`src/rtl/regfile_write_arbiter.sv`:
```
// Register-file write-port arbiter: the primary (WB) write wins, secondary writes queue in a FIFO.
// Tracks pending long-latency writes. Optional forwarding outputs are enabled by WB_BYPASS_EN.
module regfile_write_arbiter #(
  parameter int unsigned DEPTH = 4
) (
  input  logic        clk,
  input  logic        clrn,
  input  logic        p_we,
  input  logic [4:0]  p_wn,
  input  logic [31:0] p_d,
  input  logic        s_valid,
  input  logic [4:0]  s_wn,
  input  logic [31:0] s_d,
  output logic        s_ready,
  input  logic        iss,
  input  logic [4:0]  iss_wn,
  input  logic [4:0]  rna,
  input  logic [4:0]  rnb,
  output logic        busy_a,
  output logic        busy_b,
  output logic [4:0]  wn,
  output logic [31:0] d,
  output logic        we
`ifdef WB_BYPASS_EN
  ,
  output logic        fwd_a,
  output logic        fwd_b,
  output logic [31:0] fwd_d
`endif
);

  localparam int unsigned AW = $clog2(DEPTH);

  logic [4:0]  fifo_wn [DEPTH];
  logic [31:0] fifo_d  [DEPTH];
  logic [AW-1:0] wr_ptr, rd_ptr;
  logic [AW:0]   count;
  logic [31:0]   pending;

  logic p_req, push, pop;
  logic [4:0]  head_wn;
  logic [31:0] head_d;

  always_comb begin
    p_req   = p_we && (p_wn != 5'd0);
    s_ready = (count < (AW+1)'(DEPTH));
    push    = s_valid && s_ready;
    pop     = !p_req && (count != '0);
    head_wn = fifo_wn[rd_ptr];
    head_d  = fifo_d[rd_ptr];
    busy_a  = (rna != 5'd0) && pending[rna];
    busy_b  = (rnb != 5'd0) && pending[rnb];
  end

  // Storage carries no reset; validity is governed solely by count and pointers.
  always_ff @(posedge clk) begin
    if (push) begin
      fifo_wn[wr_ptr] <= s_wn;
      fifo_d[wr_ptr]  <= s_d;
    end
  end

  always_ff @(posedge clk or negedge clrn) begin
    if (!clrn) begin
      wr_ptr <= '0;
      rd_ptr <= '0;
      count  <= '0;
    end else begin
      if (push) wr_ptr <= wr_ptr + 1'b1;
      if (pop)  rd_ptr <= rd_ptr + 1'b1;
      case ({push, pop})
        2'b10:   count <= count + 1'b1;
        2'b01:   count <= count - 1'b1;
        default: count <= count;
      endcase
    end
  end

  always_ff @(posedge clk or negedge clrn) begin
    if (!clrn) begin
      we <= 1'b0;
      wn <= '0;
      d  <= '0;
    end else if (p_req) begin
      we <= 1'b1;
      wn <= p_wn;
      d  <= p_d;
    end else if (pop) begin
      we <= (head_wn != 5'd0);
      wn <= head_wn;
      d  <= head_d;
    end else begin
      we <= 1'b0;
    end
  end

  // The set is applied after the clear so that a coincident issue keeps the bit high.
  always_ff @(posedge clk or negedge clrn) begin
    if (!clrn) begin
      pending <= '0;
    end else begin
      if (pop && (head_wn != 5'd0)) pending[head_wn] <= 1'b0;
      if (iss && (iss_wn != 5'd0))  pending[iss_wn]  <= 1'b1;
    end
  end

`ifdef WB_BYPASS_EN
  always_comb begin
    fwd_a = we && (wn == rna) && (rna != 5'd0);
    fwd_b = we && (wn == rnb) && (rnb != 5'd0);
    fwd_d = d;
  end
`endif

endmodule

```
`config.mk`:
```
export PLATFORM = sky130hd
export DESIGN_NAME = regfile_write_arbiter
export DESIGN_NICKNAME = d
export VERILOG_FILES = /design/src/rtl/regfile_write_arbiter.sv
export SDC_FILE = /design/constraint.sdc
export NUM_CORES = 1
export LEC_CHECK = 0
export BUFFER_PORTS_ARGS = -buffer_cell sky130_fd_sc_hd__buf_2
export CAP_MARGIN = 20
export CORE_MARGIN = 4
export CORE_UTILIZATION = 57
export DETAILED_ROUTE_END_ITERATION = 10
export HOLD_SLACK_MARGIN = 0.03
export PLACE_DENSITY_LB_ADDON = 0.25
export REMOVE_ABC_BUFFERS = 1
export SYNTH_ARGS = -nofsm -noshare
export SYNTH_HDL_FRONTEND = slang
export SYNTH_SLANG_ARGS = --single-unit
```
`constraint.sdc`:
```
create_clock -name clk -period 2.4 [get_ports clk]
set_input_delay 0.12 -clock clk [delete_from_list [all_inputs] [get_ports clk]]
set_output_delay 0.12 -clock clk [all_outputs]
set_load 0.05 [all_outputs]
```
==> run metrics, run 1 <==
Setup violations, final=0; Worst slew margin=36.2%; final setup TNS=0 ns; crit path cell chain=mux4_2 > nor3b_1 > a21oi_1 > o2111a_1 > buf_2; Placer Congestion=0.885; Total GRT Usage=26.3%; status=completed; final period utilization=96.2%; largest cells by area after synthesis=edfxtp_1 47%, dfrtp_1 20%, mux4_2 12%; fill cell count=995; Core Rows=47; Clock Skew=0.0166 ns; slowest CP cell=mux4_2; Detailed Place HPWL=14,800 um; Starting Density=57.8%; CTS root buffer=clkbuf_16; FFs w/ async S/R, synth=33.9%; top_reg_cell synth=edfxtp_1; number of buffers and inverters on the critical path=1; Layout Nets=990; Synth Instances=667; most frequent cell after synthesis=edfxtp_1; setup bufs post-CTS=0; non-filler cells, final=1,126; clock sinks=224; Max Freq=0.433 GHz; fin crit period=2.31 ns; CP Data Arrival Time=2.19 ns; max cap viols=0; critical path's largest stage delay=0.49 ns; Worst Hold Depth=4; Commonest cells post-synth=148 x edfxtp_1, 86 x nor2_1, 85 x nand2_1; sequential area share after synthesis=66.4%; drt pass-1 iters=5; Yosys reg bits=224; crit end category=output port; Die X=137 um; critical path's top delay family=multiplexers; port buffer count=134; share of the synthesized area in the top cell type=46.5%; ant diodes=0; worst min path class=input pin to flop; placed cell count=1,004; number of global-route vias before repair=7,198; CTS H-tree lvls=1; initial antenna violation count=0; Data required, critical path=2.28 ns; DRC Markers=0; Worst Reg-to-Reg Cells=5; Reg clk slew, reported paths=0.06 ns; drt wl/cell=21.4 um; core box area=16,500 um2; Die Ht=137 um; leading area contributor after synthesis=edfxtp_1; mapped cell area=9550 um2; Resized cells post-CTS=0; grt total ovfl=0; io pins=135; VDD IR max=0.000951 V; initial drt markers=549; CTS tree=built; share of cells above drive strength 1=28.5%; FF+latch area=6350 um2; routed vias=6,686; synth warn=0; Inserted Clock Buffers=23; RSZ-0062 raised after global routing=no; Crit path depth=5; WL final=24,100 um; Slew Viols, Final=0; syn avg cell area=14.3 um2; final hold violation count=0; Post-synth EDFFs=148; actual slew at the worst max-slew pin=0.956 ns; antenna-violating nets left=0; post-synthesis cell type count=39; area grow syn2layout=27.2%; area of the multi-input gates=3010 um2; pwr dens=1180 nW/um2; Longest Clk Path Bufs=3; CP Max Fanout=3; largest net degree at the start of global routing=47; Leak=4.64 nW; crit start category=flop; Die ar.=18,900 um2; post-DR vias/cell=5.94; first-pass GRT wire length=38,200 um; CP Class=flop to output port; worst-skew pair later-pin latency=0.50 ns
[layout make-up]
class                           count  area share [%]
Tap cell                          220            2.26
Clock inverter                      6           0.865
Multi-Input combinational cell    391            24.8
Inverter                           11           0.340
Clock buffer                       35            5.52
Timing Repair Buffer              239            14.0
Sequential cell                   224            52.2
[worst min-delay path: cells and delay by family]
kind,cells,cell delay (ns)
buf+inv,1,0.11
simple gates,3,0.27
[cells in the final DEF, fill, tap and decap left out, types with 22 or more instances in the layout]
cell	n
a31oi_1	41
buf_2	133
clkbuf_16	23
buf_4	22
dlygate4sd3_1	81
nor2_1	86
edfxtp_1	148
dfrtp_1	74
nand2_1	85
mux4_2	51
[path summary, 6_finish.rpt]
check,from,end,slack [ns]
max in group asynchronous,clrn,rd_ptr[1],1.58
hold / removal,iss_wn[1],pending[16],0.05
min in group asynchronous,clrn,d[11],0.16
setup reg to reg,count[0],wn[0],0.15
hold reg to reg,d[25],d[25],0.54
setup / recovery,pending[13],busy_a,0.09
[cell families (layout without fill, tap and decap cells)]
kind of cell	Yosys count	in the layout	share of synthesized area (%)
and+or+nand+nor	229	229	10.7
DFF	224	224	66.4
AOI/OAI and AO/OA	94	94	6.54
muxes	56	56	12.6
buffers and inverters	52	291	2.29
adders and majority gates	6	6	0.865
xor gates and xnor gates	6	6	0.550
[registers in the layout, summed over array words and instances (netlist names)]
name / flops
fifo_d: 128
wr_ptr: 2
we: 1
d: 32
wn: 5
rd_ptr: 2
count: 3
pending: 31
fifo_wn: 20
[routing by layer]
layer	wire length, um	up-vias	GRT usage [%]
met1	9290	3390	33.0
li1	-	2970	-
met3	1460	52	4.53
met5	0	-	0
met2	12700	274	46.4
met4	628	0	8.98
[through the flow]
step	utilization [%]	power (W)	worst slack (ns)	cell area, um2	hold slack [ns]
after floorplan	-	0.00909	-2.73	9370	-0.176
after global placement	64.0	0.0104	0.255	10600	0.127
after detailed placement	64.0	0.0106	0.210	10600	0.134
after CTS	73.6	0.0144	0.0815	12200	0.0300
after global routing	73.6	0.0151	0.0175	12200	0.0833
final	73.6	0.0144	0.0913	12200	0.0487
[power by group]
group | internal [W] | switching [W] | total, W
registers | 0.00508 | 0.000546 | 0.00562
clock network | 0.00224 | 0.00140 | 0.00364
logic | 0.00197 | 0.00316 | 0.00513
total | 0.00929 | 0.00511 | 0.0144
[timing repair]
item | CTS | global route
hold endpoints to repair | 223 | 0
endpoints found under the setup margin | 0 | 0
hold buffers | 81 | 0
No activity file was read; power rests on OpenSTA's default activity.
==> run 2: changes to the inputs <==
REMOVE_ABC_BUFFERS = default   (was 1)
==> run 2 against run 1 <==
  * Die area unchanged
  * Sequential share of layout area down 0.10 points
  * Via count up 0.48%
  * Maximum frequency up 2.9%
  * Non-clock buffer count up 6
  * Sequential power about the same
  * Worst setup slack better by 0.066 ns
  * Power up 0.15%
  * Cell count up 0.62%
  * Clock skew down 0.0071 ns
  * Global-route usage down 0.39 points
  * Clock power up 1%
  * Critical path type unchanged
==> run metrics, run 2 (same netlist as run 1, synthesis figures left out) <==
routed vias=6,718 (was 6,686); Inserted Clock Buffers=23 (unchanged); core box area=16,500 um2 (unchanged); Data required, critical path=2.28 ns (about the same); Detailed Place HPWL=14,700 um (was 14,800 um); number of global-route vias before repair=7,007 (was 7,198); Die X=137 um (unchanged); met1 usage=33.3% (was 33.0%); first-pass GRT wire length=37,200 um (was 38,200 um); final hold violation count=0 (unchanged); grt peak-use layer=met2 (unchanged); drt wl/cell=20.9 um (was 21.4 um); most frequent cells in the layout=148 x edfxtp_1, 133 x buf_2, 86 x nor2_1 (unchanged); Starting Density=57.8% (unchanged); CTS root buffer=clkbuf_16 (unchanged); Layout Nets=996 (was 990); area grow syn2layout=27.5% (was 27.2%); Total GRT Usage=25.9% (was 26.3%); Die ar.=18,900 um2 (unchanged); worst min path class=input pin to flop (unchanged); Clock Skew=0.00941 ns (was 0.0166 ns); CTS tree=built (unchanged); max reg flops=128 (unchanged); Most flops, register=fifo_d (unchanged); crit start category=flop (unchanged); top flop regs=fifo_d x128, d x32, pending x31 (unchanged); drt pass-1 iters=4 (was 5); final setup TNS=0 ns (unchanged); fill cell count=1,039 (was 995); Die Ht=137 um (unchanged); placed cell count=1,008 (was 1,004); Worst slew margin=60.2% (was 36.2%); post-place setup slack=0.238 ns (was 0.210 ns); CP Class=flop to output port (unchanged); ant diodes=0 (unchanged); grt met2 use=45.1% (was 46.4%); final worst slack=0.157 ns (was 0.0913 ns); final period utilization=93.4% (was 96.2%); Setup violations, final=0 (unchanged); pwr dens=1180 nW/um2 (about the same); CTS H-tree lvls=1 (unchanged); max cap viols=0 (unchanged); Max Freq=0.446 GHz (was 0.433 GHz); worst-skew pair later-pin latency=0.50 ns (about the same); RSZ-0062 raised after global routing=no (unchanged); Leak=4.66 nW (was 4.64 nW); antenna-violating nets left=0 (unchanged); most common cell after layout, fill and taps aside=edfxtp_1 (unchanged); Longest Clk Path Bufs=3 (unchanged); CP Max Fanout=3 (unchanged); WL final=23,700 um (was 24,100 um); initial antenna violation count=0 (unchanged); port buffer count=134 (unchanged); DRC Markers=0 (unchanged); initial drt markers=456 (was 549); Core Rows=47 (unchanged); fin crit period=2.24 ns (was 2.31 ns); non-filler cells, final=1,133 (was 1,126); grt total ovfl=0 (unchanged); share of cells above drive strength 1=29.4% (was 28.5%); syn_nets=767; VDD IR max=0.000828 V (was 0.000951 V); Reg clk slew, reported paths=0.06 ns (about the same); clock sinks=224 (unchanged); actual slew at the worst max-slew pin=0.595 ns (was 0.956 ns); Slew Viols, Final=0 (unchanged); largest net degree at the start of global routing=41 (was 47); post-DR vias/cell=5.93 (was 5.94); Resized cells post-CTS=0 (unchanged); CP Data Arrival Time=2.12 ns (was 2.19 ns); Placer Congestion=0.841 (was 0.885); status=completed (unchanged); M3 GR Usage=4.09% (was 4.53%); io pins=135 (unchanged); crit end category=output port (unchanged)
==> run 2: per-layer routing <==
| layer | up-vias | wire length, um | part of all wire, % |
|---|---|---|---|
| li1 | 2991 | - | - |
| met1 | 3380 | 9280 | 39 |
| met2 | 285 | 12200 | 51 |
| met3 | 62 | 1470 | 6.2 |
| met4 | 0 | 799 | 3.4 |
| met5 | - | 0 | 0 |
==> run 2: critical path, cell delays in order, from the launching register on <==
cell and delay, ns:
dfrtp_1 0.42, mux4_2 0.46, nor3b_1 0.20, a21oi_1 0.08
o2111a_1 0.25, buf_2 0.21
==> run 2: what timing repair did <==
item | in CTS | in global routing
endpoints found under the hold margin | 226 | 0
buffers inserted | 0 | 3
endpoints found under the setup margin | 0 | 1
hold buffers | 80 | 0
==> run 2: cell type report <==
| class | instances | area (um2) | share of cell area [%] |
|---|---|---|---|
| Clock buffer | 32 | 659 | 5.41 |
| Inverter | 11 | 41.3 | 0.339 |
| Clock inverter | 10 | 136 | 1.12 |
| Multi-Input combinational cell | 391 | 3010 | 24.7 |
| Timing Repair Buffer | 245 | 1710 | 14.0 |
| Sequential cell | 224 | 6350 | 52.1 |
| Tap cell | 220 | 275 | 2.26 |
==> run 2: worst paths after layout <==
| kind | from | endpoint | slack, ns | depth (start not counted) |
|---|---|---|---|---|
| min in group asynchronous | clrn | pending[18] | 0.16 | 2 |
| min | iss_wn[1] | pending[16] | 0.09 | 5 |
| max reg2reg | rd_ptr[0] | wn[3] | 0.18 | 6 |
| max in group asynchronous | clrn | d[10] | 1.59 | 3 |
| min reg2reg | pending[29] | pending[29] | 0.53 | 1 |
| max | pending[8] | busy_a | 0.16 | 5 |
==> run 2: power by group <==
| part | total (W) | switching [W] | internal, W |
|---|---|---|---|
| registers | 0.00560 | 0.000524 | 0.00508 |
| logic | 0.00514 | 0.00314 | 0.00200 |
| clock network | 0.00368 | 0.00144 | 0.00225 |
==> run 2: per-stage QoR <==
step / total power, W / hold slack [ns] / util [%] / instance area (um2)
floorplan: 0.00920 / -0.176 / - / 9550
global placement: 0.0105 / 0.160 / 63.9 / 10600
detailed placement: 0.0106 / 0.158 / 63.9 / 10600
CTS: 0.0145 / 0.0681 / 73.6 / 12200
global route: 0.0152 / 0.122 / 73.7 / 12200
finish: 0.0144 / 0.0895 / 73.7 / 12200
==> run 3: changes to the inputs <==
GPL_TIMING_DRIVEN = 0   (was default)
==> run 3 against run 2 <==
  * Worst setup slack lost 0.083 ns
  * Largest power group unchanged
  * Clock-buffer cell count down 2
  * Power is 1.0% higher
  * Clock skew grew 0.0024 ns
==> run metrics, run 3 (same netlist as run 1, synthesis figures left out) <==
worst-skew pair later-pin latency=0.50 ns (about the same); CP Max Fanout=10 (was 3); most common cell after layout, fill and taps aside=edfxtp_1 (unchanged); internal power=0.00938 W (was 0.00933 W); syn_nets=767 (unchanged); largest net degree at the start of global routing=43 (was 41); Comb power frac=36.1% (was 35.6%); slowest CP cell=nor3b_1 (was mux4_2); DR WL met3=1920 um (was 1470 um); Worst Hold Depth=4 (was 5); Switch Pwr=0.00518 W (was 0.00510 W); fin crit period=2.33 ns (was 2.24 ns); Top Metal Used=met4 (unchanged); crit end category=flop (was output port); post-DR vias/cell=5.98 (was 5.93); initial drt markers=618 (was 456); Die X=137 um (unchanged); final period utilization=96.9% (was 93.4%); most frequent cells in the layout=148 x edfxtp_1, 134 x buf_2, 86 x nor2_1 (was 148 x edfxtp_1, 133 x buf_2, 86 x nor2_1); io pins=135 (unchanged); number of buffers and inverters on the critical path=3 (was 1); Placer Congestion=0.916 (was 0.841); Hold Slack=0.0542 ns (was 0.0895 ns); crit path cell chain=or3_1 > buf_4 > nand3_2 > buf_8 > buf_4 > nor3b_1 > a31oi_1 (was mux4_2 > nor3b_1 > a21oi_1 > o2111a_1 > buf_2); CTS tree=built (unchanged); Detailed Place HPWL=15,600 um (was 14,700 um); Final Core Density=74.1% (was 73.7%); pwr dens=1190 nW/um2 (was 1180 nW/um2); Longest Clk Path Bufs=3 (unchanged); drt pass-1 iters=7 (was 4); WL final=24,100 um (was 23,700 um); Top cell by count, worst path=buf_4; non-filler cells, final=1,147 (was 1,133); clock sinks=224 (unchanged); max cap viols=0 (unchanged); Total GRT Usage=26.0% (was 25.9%); Clock Power Share=25.8% (was 25.5%); actual slew at the worst max-slew pin=1.06 ns (was 0.595 ns); Inserted Clock Buffers=23 (unchanged); CTS root buffer=clkbuf_16 (unchanged); worst min path class=input pin to flop (unchanged); Layout Nets=1,009 (was 996); Leak=4.66 nW (about the same); Data required, critical path=2.72 ns (was 2.28 ns); Crit path depth=7 (was 5); met2 wire len=12,200 um (about the same); final worst slack=0.0742 ns (was 0.157 ns); grt total ovfl=0 (unchanged); antenna-violating nets left=0 (unchanged); Slew Viols, Final=0 (unchanged); Worst slew margin=29.0% (was 60.2%); top flop regs=fifo_d x128, d x32, pending x31 (unchanged); crit start category=flop (unchanged); CTS H-tree lvls=1 (unchanged); wire length on met1=9090 um (was 9280 um); Max Freq=0.430 GHz (was 0.446 GHz); VDD IR max=0.000795 V (was 0.000828 V); CP Class=flop to flop (was flop to output port); final hold violation count=0 (unchanged); Starting Density=57.8% (unchanged); core box area=16,500 um2 (unchanged); post-place setup slack=-0.105 ns (was 0.238 ns); routed vias=6,864 (was 6,718); Die ar.=18,900 um2 (unchanged); drt wl/cell=21.0 um (was 20.9 um); Reg clk slew, reported paths=0.06 ns (about the same); initial antenna violation count=1 (was 0); first-pass GRT wire length=37,300 um (was 37,200 um); CP Data Arrival Time=2.65 ns (was 2.12 ns); Clock Skew=0.0118 ns (was 0.00941 ns); share of cells above drive strength 1=28.1% (was 29.4%); placed cell count=1,022 (was 1,008); DRC Markers=0 (unchanged); RSZ-0062 raised after global routing=no (unchanged); Die Ht=137 um (unchanged); port buffer count=130 (was 134); Most flops, register=fifo_d (unchanged); critical path's top delay family=simple AND/OR/NAND/NOR gates (was multiplexers); number of global-route vias before repair=6,966 (was 7,007); max reg flops=128 (unchanged); critical path's largest stage delay=0.86 ns (was 0.46 ns); Core Rows=47 (unchanged); Net Sw Frac=35.6% (was 35.3%); area grow syn2layout=28.2% (was 27.5%); Flop pwr share=38.2% (was 38.8%); Setup violations, final=0 (unchanged); status=completed (unchanged); Worst Reg-to-Reg Cells=7 (was 6)
==> run 3: cell type report <==
class	instances	area, um2
Clock buffer	30	632
Multi-Input combinational cell	391	3000
Buffer	41	199
Fill cell	1014	4280
Tap cell	220	275
Sequential cell	224	6350
Inverter	11	45.0
Antenna cell	1	2.50
Timing Repair Buffer	217	1570
Clock inverter	12	173
==> run 3: worst reg2reg max path, delay by kind of cell, from the launching register on <==
| family | cells | cell delay, ns |
|---|---|---|
| and+or+nand+nor | 3 | 1.12 |
| AOI/OAI and AO/OA | 1 | 0.17 |
| DFF | 1 | 0.38 |
| buffers and inverters | 3 | 0.47 |
==> run 3: stage by stage <==
step                power (W)  setup TNS [ns]  cell area [um2]
CTS                    0.0145               0            12200
detailed placement     0.0107          -0.271            10600
global route           0.0153               0            12200
floorplan             0.00920               0             9550
finish                 0.0146               0            12200
global placement       0.0104          -59.34            10500
==> run 3: routing by layer <==
layer | GRT usage (%) | vias up
met4 | 10.1 | 0
met1 | 33.1 | 3424
met5 | 0 | -
met3 | 5.04 | 75
li1 | - | 3017
met2 | 44.4 | 348
==> run 3: repair_timing <==
item | CTS | global route
gates cloned | 0 | 0
pin swaps | 0 | 2
hold endpoints to repair | 261 | 0
resized for setup | 5 | 17
hold buffers | 76 | 0
setup buffers | 1 | 5
setup endpoints to repair | 8 | 23
==> run 3: path summary, 6_finish.rpt <==
kind | from | to | slack [ns]
worst max-delay path | count[2] | pending[1] | 0.07
worst min-delay path | iss_wn[0] | pending[16] | 0.05
worst max register to register | count[2] | pending[1] | 0.07
worst min register to register | pending[31] | pending[31] | 0.53
max in group asynchronous | clrn | d[8] | 1.67
min in group asynchronous | clrn | pending[2] | 0.12
==> run 3: power by group through the flow <==
stage          sequential [W]  combinational [W]  clock [W]
3_5_place_dp          0.00560            0.00505          0
3_3_place_gp          0.00555            0.00487          0
6_report              0.00556            0.00526    0.00375
4_1_cts               0.00553            0.00518    0.00379
2_1_floorplan         0.00634            0.00286          0
5_1_grt               0.00563            0.00565    0.00398
